`config.mk`:
```
export PLATFORM = sky130hd
export DESIGN_NAME = sdram_dq_datapath_flat
export DESIGN_NICKNAME = d
export VERILOG_FILES = /design/src/rtl/sdram_dq_datapath_pkg.sv /design/src/rtl/sdram_dq_datapath_if.sv /design/src/rtl/sdram_dq_datapath_rd_tracker.sv /design/src/rtl/sdram_dq_datapath.sv /design/src/flat_wrapper.sv
export SDC_FILE = /design/constraint.sdc
export NUM_CORES = 1
export LEC_CHECK = 0
export BUFFER_PORTS_ARGS = -buffer_cell sky130_fd_sc_hd__buf_4
export CELL_PAD_IN_SITES_DETAIL_PLACEMENT = 1
export CELL_PAD_IN_SITES_GLOBAL_PLACEMENT = 1
export CORE_MARGIN = 2
export CORE_UTILIZATION = 35
export DETAILED_ROUTE_END_ITERATION = 7
export PLACE_DENSITY_LB_ADDON = 0.1
export SYNTH_ARGS = -nofsm -noshare
export SYNTH_HDL_FRONTEND = slang
export SYNTH_SLANG_ARGS = --single-unit
```
`constraint.sdc`:
```
create_clock -name clk -period 5.2 [get_ports clk]
set_input_delay 0.78 -clock clk [delete_from_list [all_inputs] [get_ports clk]]
set_output_delay 0.78 -clock clk [all_outputs]
set_load 0.005 [all_outputs]
```
`src/rtl/sdram_dq_datapath_pkg.sv`:
```
// Shared constants, mode-register encodings and sizing helpers for the SDRAM DQ datapath.
package sdram_dq_datapath_pkg;

    localparam int W_DATA_DEFAULT       = 16;
    localparam int BURST_LEN_DEFAULT    = 4;
    localparam int CAS_LATENCY_DEFAULT  = 2;
    localparam int PHY_RD_DELAY_DEFAULT = 2;

    typedef enum logic [2:0] {
        MR_BL_1 = 3'd0,
        MR_BL_2 = 3'd1,
        MR_BL_4 = 3'd2,
        MR_BL_8 = 3'd3
    } mr_burst_len_e;

    typedef enum logic [2:0] {
        MR_CL_2 = 3'd2,
        MR_CL_3 = 3'd3
    } mr_cas_latency_e;

    // One bit per cycle from the cycle after READ up to the last returning beat.
    function automatic int tracker_depth(input int cl, input int phy, input int bl);
        return cl + phy + bl - 1;
    endfunction

endpackage

```
`src/rtl/sdram_dq_datapath_if.sv`:
```
// Scheduler/controller/pad-side signal bundle of the SDRAM DQ datapath.
interface sdram_dq_datapath_if
    import sdram_dq_datapath_pkg::*;
#(
    parameter int W_DATA = W_DATA_DEFAULT
);
    localparam int W_MASK = W_DATA / 8;

    logic              cmd_write;
    logic              cmd_read;
    logic [W_DATA-1:0] wdata;
    logic [W_MASK-1:0] wmask;
    logic              wdata_valid;
    logic              wdata_ready;
    logic [W_DATA-1:0] dq_o;
    logic              dq_oe;
    logic [W_DATA-1:0] dq_i;
    logic [W_MASK-1:0] dqm;
    logic [W_DATA-1:0] rdata;
    logic              rdata_valid;
    logic              wr_active;
    logic              rd_pending;
    logic              err_underflow;
    logic              err_conflict;

    modport master (
        output cmd_write, cmd_read, wdata, wmask, wdata_valid, dq_i,
        input  wdata_ready, dq_o, dq_oe, dqm, rdata, rdata_valid,
               wr_active, rd_pending, err_underflow, err_conflict
    );

    modport slave (
        input  cmd_write, cmd_read, wdata, wmask, wdata_valid, dq_i,
        output wdata_ready, dq_o, dq_oe, dqm, rdata, rdata_valid,
               wr_active, rd_pending, err_underflow, err_conflict
    );

endinterface

```
`src/rtl/sdram_dq_datapath_rd_tracker.sv`:
```
// Read-return tracker: bit j of the shift register means a read beat arrives on dq_i j cycles from now.
module sdram_dq_datapath_rd_tracker
    import sdram_dq_datapath_pkg::*;
#(
    parameter int CAS_LATENCY  = CAS_LATENCY_DEFAULT,
    parameter int PHY_RD_DELAY = PHY_RD_DELAY_DEFAULT,
    parameter int BURST_LEN    = BURST_LEN_DEFAULT
) (
    input  logic clk,
    input  logic rst_n,
    input  logic load_i,
    output logic cap_en_o,
    output logic rd_pending_o,
    output logic due_late_o
);
    localparam int DEPTH = tracker_depth(CAS_LATENCY, PHY_RD_DELAY, BURST_LEN);
    localparam int LAT   = CAS_LATENCY + PHY_RD_DELAY;
    localparam logic [DEPTH-1:0] LOAD_MASK = DEPTH'(((1 << BURST_LEN) - 1) << (LAT - 1));

    logic [DEPTH-1:0] sr_q;
    logic [DEPTH-1:0] sr_d;

    // OR-loading lets overlapping and back-to-back reads merge into one return window.
    for (genvar gi = 0; gi < DEPTH; gi++) begin : g_sr
        if (gi == DEPTH - 1) begin : g_top
            assign sr_d[gi] = load_i & LOAD_MASK[gi];
        end else begin : g_mid
            assign sr_d[gi] = sr_q[gi+1] | (load_i & LOAD_MASK[gi]);
        end
    end

    always_ff @(posedge clk or negedge rst_n) begin
        if (!rst_n) begin
            sr_q <= '0;
        end else begin
            sr_q <= sr_d;
        end
    end

    assign cap_en_o     = sr_q[0];
    assign rd_pending_o = |sr_q;
    // A beat on dq_i two or more cycles out is still ahead of the pins next cycle.
    assign due_late_o   = |sr_q[DEPTH-1:2];

endmodule

```
`src/rtl/sdram_dq_datapath.sv`:
```
// DQ data-path sequencer: write-burst beat sequencing toward the pads and read-burst capture from them.
module sdram_dq_datapath
    import sdram_dq_datapath_pkg::*;
#(
    parameter int W_DATA       = W_DATA_DEFAULT,
    parameter int BURST_LEN    = BURST_LEN_DEFAULT,
    parameter int CAS_LATENCY  = CAS_LATENCY_DEFAULT,
    parameter int PHY_RD_DELAY = PHY_RD_DELAY_DEFAULT
) (
    input  logic                clk,
    input  logic                rst_n,
    sdram_dq_datapath_if.slave  bus
);
    localparam int W_MASK = W_DATA / 8;
    localparam int CW     = $clog2(BURST_LEN) + 1;
    localparam int LAST   = BURST_LEN - 1;

    logic [CW-1:0]     beat_q, beat_d;
    logic [W_DATA-1:0] dq_hold_q;
    logic [W_DATA-1:0] rdata_q;
    logic              rdata_valid_q;
    logic              err_underflow_q;
    logic              err_conflict_q;
    logic              wr_busy;
    logic              driving;
    logic              rd_load;
    logic              cap_en;
    logic              rd_pending;
    logic              rd_due_late;

    // beat_q holds the index of the next beat; zero means no burst continuing.
    assign wr_busy = (beat_q != '0);
    assign driving = rst_n & (bus.cmd_write | (wr_busy & ~bus.cmd_read));
    assign rd_load = bus.cmd_read & ~bus.cmd_write;

    always_comb begin
        beat_d = beat_q;
        if (bus.cmd_write) begin
            beat_d = (LAST == 0) ? '0 : CW'(1);
        end else if (bus.cmd_read) begin
            beat_d = '0;
        end else if (wr_busy) begin
            beat_d = (beat_q == CW'(LAST)) ? '0 : beat_q + CW'(1);
        end
    end

    always_ff @(posedge clk or negedge rst_n) begin
        if (!rst_n) begin
            beat_q          <= '0;
            dq_hold_q       <= '0;
            rdata_q         <= '0;
            rdata_valid_q   <= 1'b0;
            err_underflow_q <= 1'b0;
            err_conflict_q  <= 1'b0;
        end else begin
            beat_q        <= beat_d;
            rdata_valid_q <= cap_en;
            if (driving) begin
                dq_hold_q <= bus.wdata;
            end
            if (cap_en) begin
                rdata_q <= bus.dq_i;
            end
            if (driving && !bus.wdata_valid) begin
                err_underflow_q <= 1'b1;
            end
            if (bus.cmd_write && (bus.cmd_read || rd_due_late)) begin
                err_conflict_q <= 1'b1;
            end
        end
    end

    sdram_dq_datapath_rd_tracker #(
        .CAS_LATENCY  (CAS_LATENCY),
        .PHY_RD_DELAY (PHY_RD_DELAY),
        .BURST_LEN    (BURST_LEN)
    ) u_rd_tracker (
        .clk          (clk),
        .rst_n        (rst_n),
        .load_i       (rd_load),
        .cap_en_o     (cap_en),
        .rd_pending_o (rd_pending),
        .due_late_o   (rd_due_late)
    );

    assign bus.wdata_ready   = driving;
    assign bus.dq_oe         = driving;
    assign bus.wr_active     = driving;
    assign bus.dq_o          = driving ? bus.wdata : dq_hold_q;
    // A starved beat is still driven but masked so the device ignores it.
    assign bus.dqm           = driving ? (bus.wdata_valid ? bus.wmask : {W_MASK{1'b1}}) : '0;
    assign bus.rdata         = rdata_q;
    assign bus.rdata_valid   = rdata_valid_q;
    assign bus.rd_pending    = rd_pending;
    assign bus.err_underflow = err_underflow_q;
    assign bus.err_conflict  = err_conflict_q;

endmodule
```
`src/flat_wrapper.sv`:
```
// flat-port wrapper written by rule: the top's interface ports become plain ports
module sdram_dq_datapath_flat import sdram_dq_datapath_pkg::*;
#(
    parameter int W_DATA       = W_DATA_DEFAULT,
    parameter int BURST_LEN    = BURST_LEN_DEFAULT,
    parameter int CAS_LATENCY  = CAS_LATENCY_DEFAULT,
    parameter int PHY_RD_DELAY = PHY_RD_DELAY_DEFAULT
)
  (clk, rst_n, bus_cmd_write, bus_cmd_read, bus_wdata, bus_wmask, bus_wdata_valid, bus_dq_i, bus_wdata_ready, bus_dq_o, bus_dq_oe, bus_dqm, bus_rdata, bus_rdata_valid, bus_wr_active, bus_rd_pending, bus_err_underflow, bus_err_conflict);
  sdram_dq_datapath_if #(.W_DATA(W_DATA)) bus_i ();
  input  logic clk;
  input  logic rst_n;
  input wire logic [$bits(bus_i.cmd_write)-1:0] bus_cmd_write;
  input wire logic [$bits(bus_i.cmd_read)-1:0] bus_cmd_read;
  input wire logic [$bits(bus_i.wdata)-1:0] bus_wdata;
  input wire logic [$bits(bus_i.wmask)-1:0] bus_wmask;
  input wire logic [$bits(bus_i.wdata_valid)-1:0] bus_wdata_valid;
  input wire logic [$bits(bus_i.dq_i)-1:0] bus_dq_i;
  output wire logic [$bits(bus_i.wdata_ready)-1:0] bus_wdata_ready;
  output wire logic [$bits(bus_i.dq_o)-1:0] bus_dq_o;
  output wire logic [$bits(bus_i.dq_oe)-1:0] bus_dq_oe;
  output wire logic [$bits(bus_i.dqm)-1:0] bus_dqm;
  output wire logic [$bits(bus_i.rdata)-1:0] bus_rdata;
  output wire logic [$bits(bus_i.rdata_valid)-1:0] bus_rdata_valid;
  output wire logic [$bits(bus_i.wr_active)-1:0] bus_wr_active;
  output wire logic [$bits(bus_i.rd_pending)-1:0] bus_rd_pending;
  output wire logic [$bits(bus_i.err_underflow)-1:0] bus_err_underflow;
  output wire logic [$bits(bus_i.err_conflict)-1:0] bus_err_conflict;
  assign bus_i.cmd_write = bus_cmd_write;
  assign bus_i.cmd_read = bus_cmd_read;
  assign bus_i.wdata = bus_wdata;
  assign bus_i.wmask = bus_wmask;
  assign bus_i.wdata_valid = bus_wdata_valid;
  assign bus_i.dq_i = bus_dq_i;
  assign bus_wdata_ready = bus_i.wdata_ready;
  assign bus_dq_o = bus_i.dq_o;
  assign bus_dq_oe = bus_i.dq_oe;
  assign bus_dqm = bus_i.dqm;
  assign bus_rdata = bus_i.rdata;
  assign bus_rdata_valid = bus_i.rdata_valid;
  assign bus_wr_active = bus_i.wr_active;
  assign bus_rd_pending = bus_i.rd_pending;
  assign bus_err_underflow = bus_i.err_underflow;
  assign bus_err_conflict = bus_i.err_conflict;
  sdram_dq_datapath #(.W_DATA(W_DATA), .BURST_LEN(BURST_LEN), .CAS_LATENCY(CAS_LATENCY), .PHY_RD_DELAY(PHY_RD_DELAY)) u_core (.clk(clk), .rst_n(rst_n), .bus(bus_i));
endmodule
```
Word-level counts from Yosys, hierarchy flattened
Index checks and enable logic that the tools add are counted.
Widths: inputs -> output; s select.
{ "word_totals": {"out_inout_bits": 41, "word_cells": 33, "ff_bits": 45} }
{ "classes": {"n_reduce_logical": 8, "bitwise": 9, "n_eq_ne": 1, "mux": 7, "n_addsub": 1} }
{ "ops": {"columns": ["op", "n"], "rows": [
  ["$mux 16", 1],
  ["$mux 3", 4],
  ["$reduce_or 7->1", 1],
  ["$reduce_bool 3->1", 2],
  ["$reduce_or 5->1", 1],
  ["$mux 2", 2],
  ["$or 1x1->1", 4],
  ["$add 3x1->3 const B", 1],
  ["$and 1x1->1", 3],
  ["$eq 3x2->1 const B", 1],
  ["$logic_and 1x1->1", 2],
  ["$not 1->1", 2],
  ["$logic_not 1->1", 1],
  ["$logic_or 1x1->1", 1]
]} }

Longest topological paths before layout
{ "logic_depth": {"depth_word": 5, "depth_mapped": 6, "depth_no_buf": 5} }

By module
From an unflattened synthesis, not the netlist that was laid out.
{ "unflattened": {"hier_cells": 112, "hier_area_um2": 1741.7} }
{ "by_module_without_submodules": {"columns": ["mod", "n_inst", "cells_per_inst", "area_per_inst_um2"], "rows": [
  ["sdram_dq_datapath", 1, 97, 1521.5],
  ["sdram_dq_datapath_rd_tracker", 1, 15, 220.2]
]} }

Least setup slack after synthesis
Ideal clock, no wire load.
{ "synth_timing": {"path_type": "in2out", "startpoint": "in bus_cmd_read", "endpoint": "out bus_dq_o[10]", "n_path_buf": 1, "required_ns": 4.420, "arrival_ns": 1.622, "path_stages": 4, "path_slack_ns": 2.798, "cell_sequence": "nand2b_1 -> o21ai_1 -> buf_2 -> mux2_2"} }
{ "synth_between": {"elab_chain_len": 5} }
{ "synth_rtl": {"columns": ["element", "line", "rtl"], "rows": [
  ["start: declaration", "flat_wrapper.sv:14", "input wire logic [$bits(bus_i.cmd_read)-1:0] bus_cmd_read;"],
  ["$not 1->1", "sdram_dq_datapath.sv:33", "assign driving = rst_n & (bus.cmd_write | (wr_busy & ~bus.cmd_read));"],
  ["$and 1x1->1", "sdram_dq_datapath.sv:33", null],
  ["$or 1x1->1", "sdram_dq_datapath.sv:33", null],
  ["$and 1x1->1", "sdram_dq_datapath.sv:33", null],
  ["via bus_dq_oe", "flat_wrapper.sv:21", "output wire logic [$bits(bus_i.dq_oe)-1:0] bus_dq_oe;"],
  ["$mux 16", "sdram_dq_datapath.sv:89", "assign bus.dq_o = driving ? bus.wdata : dq_hold_q;"],
  ["end: declaration", "flat_wrapper.sv:20", "output wire logic [$bits(bus_i.dq_o)-1:0] bus_dq_o;"]
]} }
The timed path passes the listed nets, and every way through them passes these cells.

Worst setup path after layout
{ "layout_timing": {"startpoint": "in rst_n", "endpoint": "out bus_dq_o[8]"} }
{ "layout_between": {"elab_chain_len": 2} }
{ "layout_rtl": {"columns": ["element", "line", "rtl"], "rows": [
  ["start: declaration", "flat_wrapper.sv:12", "input logic rst_n;"],
  ["$and 1x1->1", "sdram_dq_datapath.sv:33", null],
  ["$mux 16", "sdram_dq_datapath.sv:89", null]
]} }
No other way between the ends.

==> reports/metrics.cfg <==
[outcome]
status = finished clean

[floorplanning]
die-area_um2 = 5460
fp.dieW_um = 73.9
core_area_um2 = 4720
start_util = 0.362
ios = 80
rows = 25
die_y_um = 73.9

[finish]
n_antenna_cell = 0
final_common_cell = buf_4
seqCellArea_um2 = 1130
fillCellCount = 499
area_growth_pct = 44.8
finalInstanceArea_um2 = 2470
layout.nets = 232
drive_above_1_share = 0.630
multiInputGateArea_um2 = 537
layout_common_cells = buf_4, dfrtp_1, mux2_2

[job]
cap_violations = 0

[clock_network]
clk_latency_ps = 300
post-cts-setup-buffer-count = 0
cts_resized = 0
clockBufferDepth = 2
h-tree-depth = 2
tritoncts = built
cts.sinks = 45
clk_pin_slew_ps = 90
postCtsHoldBufs = 0
cts_inserted_buffers = 5
root_buffer = clkbuf_8

[timing]
relSlewSlack = 0.326
min_period_over_period = 0.684
max_freq_ghz = 0.281
setup_viol_count_final = 0
period_minus_slack_ps = 3560
tightestPinTransition_ps = 1010
rsz0062_at_grt = false
worst_clock_skew_ps = 9.97
drv_slew = 0
finalSetupTns_ps = 0
hold_violations = 0

[grt]
first_global_vias = 1299
antenna_found_initial = 0
globalRouteOverflowTotal = 0
grt_max_degree = 48
grt_use_total = 0.143
use_met1 = 0.163
use_met3 = 0.0357
grt_pass1_wl_um = 5800
top_usage_layer = met2
grt.met2_usage = 0.242

[place]
portBuffers = 79
dpl_cell_area_um2 = 2350
gp_congestion = 0.621
place_hpwl_um = 2680

[routing]
drcViolationCount = 0
postRouteAntennaNets = 0
viasPerCell = 4.55
wl_per_cell_um = 13.8
num_vias = 1178
drt-total-wl_um = 3580
dr.pass1.iters = 4
dr.first_iter.drc_count = 41

[worst_setup_path]
crit_type = in2out
cp.required_ps = 4420
crit_chain = buf_4, nand2b_1, o21ai_2, mux2_2, buf_4
slowest_stage = o21ai_2
slowest_delay_ps = 800
startpoint_type = input port
cp_max_fo = 47
path_common_cell = buf_4
critPathCaptureType = primary output
crit_arrival_ps = 2780

[power_and_ir_drop]
p_leak_uw = 0.00117
p_per_area_nw_per_um2 = 339
p_total_uw = 839
ir_drop_mv = 0.277

[synthesis]
synth-seq-cells = 45
yosysSeqAreaShare = 0.659
synth.avg_cell_area_um2 = 15.4
synth_top_cell_by_area = dfrtp_1
yosys-top-cells-area = dfrtp_1, mux2_2, nand2b_1, ha_1, buf_2
syn_area_um2 = 1710
yosysWarnings = 0
synth_nets = 152
yosysTopAreaCellShare = 0.659
yosysUniqueCellTypes = 21
synthCells = 111

[min_path]
worstHoldPathType = reg2reg

## cell usage after synthesis
library cell and n:
dfrtp_1 45, mux2_2 32, nand2b_1 5, buf_2 4
inv_1 4, buf_4 2, ha_1 2, nor2_1 2
o21a_1 2, o21bai_1 2, a21o_1 1, a22oi_1 1
mux2i_1 1, nand2_1 1, nor2b_1 1, nor3_1 1
nor4_1 1, nor4b_1 1, o21ai_1 1, or4_1 1
or4_4 1
## stage by stage
step / std cells / util / hold slack (ps) / setup WS (ps)
2_1_floorplan: 111 / - / 349 / 2800
3_3_place_gp: 251 / 0.499 / 358 / 1660
3_5_place_dp: 251 / 0.499 / 366 / 1550
4_1_cts: 259 / 0.524 / 398 / 1540
5_1_grt: 259 / 0.524 / 407 / 1320
6_report: 259 / 0.524 / 391 / 1640
## worst paths after layout
check / start / end / slack, ps / cells past startpoint
hold / removal: u_core.u_rd_tracker.sr_q[1]$_DFF_PN0_ / u_core.u_rd_tracker.sr_q[0]$_DFF_PN0_ / 390 / 0
setup reg to reg: u_core.beat_q[0]$_DFFE_PN0P_ / u_core.dq_hold_q[8]$_DFF_PN0_ / 3030 / 5
min in group asynchronous: rst_n / u_core.bus.rdata_valid$_DFF_PN0_ / 480 / 1
hold reg to reg: u_core.u_rd_tracker.sr_q[1]$_DFF_PN0_ / u_core.u_rd_tracker.sr_q[0]$_DFF_PN0_ / 390 / 0
max in group asynchronous: rst_n / u_core.dq_hold_q[8]$_DFF_PN0_ / 4330 / 1
setup / recovery: rst_n / bus_dq_o[8] / 1640 / 5
## registers in the layout, indices dropped and copies added, names as in the netlist
register,flops
u_core.u_rd_tracker.sr_q,7
u_core.beat_q,3
u_core.bus.rdata,16
u_core.bus.rdata_valid,1
u_core.dq_hold_q,16
u_core.bus.err_conflict,1
u_core.bus.err_underflow,1
## area by class of cell
class                   count  share of cell area
inverters                   4             0.00607
well taps                  67              0.0339
clock inverters             2              0.0152
multi-input cells          56               0.217
flip-flops and latches     45               0.455
repair buffers             79               0.240
clock buffers               6              0.0334
## worst max-delay path, delay by kind of cell
| family | cells | cell delay [ps] |
|---|---|---|
| buffers and inverters | 2 | 600 |
| AOI/OAI and AO/OA | 1 | 800 |
| and+or+nand+nor | 1 | 130 |
| muxes | 1 | 440 |
## report_power, final
group | switching [uW] | internal, uW | total (uW)
clock network | 115 | 156 | 272
logic | 56.1 | 101 | 158
registers | 19.7 | 390 | 410
## metal layers
metal / vias to the layer above / share of wire
met5: - / 0
met4: 0 / 0.029
met3: 10 / 0.080
met1: 573 / 0.39
li1: 536 / -
met2: 59 / 0.51
## cell families (layout without fill, tap and decap cells)
group / count (synthesis) / after routing / synth area share
AND/OR/NAND/NOR: 14 / 14 / 0.0512
AO/OA/AOI/OAI: 7 / 7 / 0.0293
buffers and inverters: 10 / 91 / 0.0293
flip-flops: 45 / 45 / 0.659
adder cells (fa/ha/maj): 2 / 2 / 0.0146
multiplexers: 33 / 33 / 0.217
No activity file was read; power rests on OpenSTA's default activity.
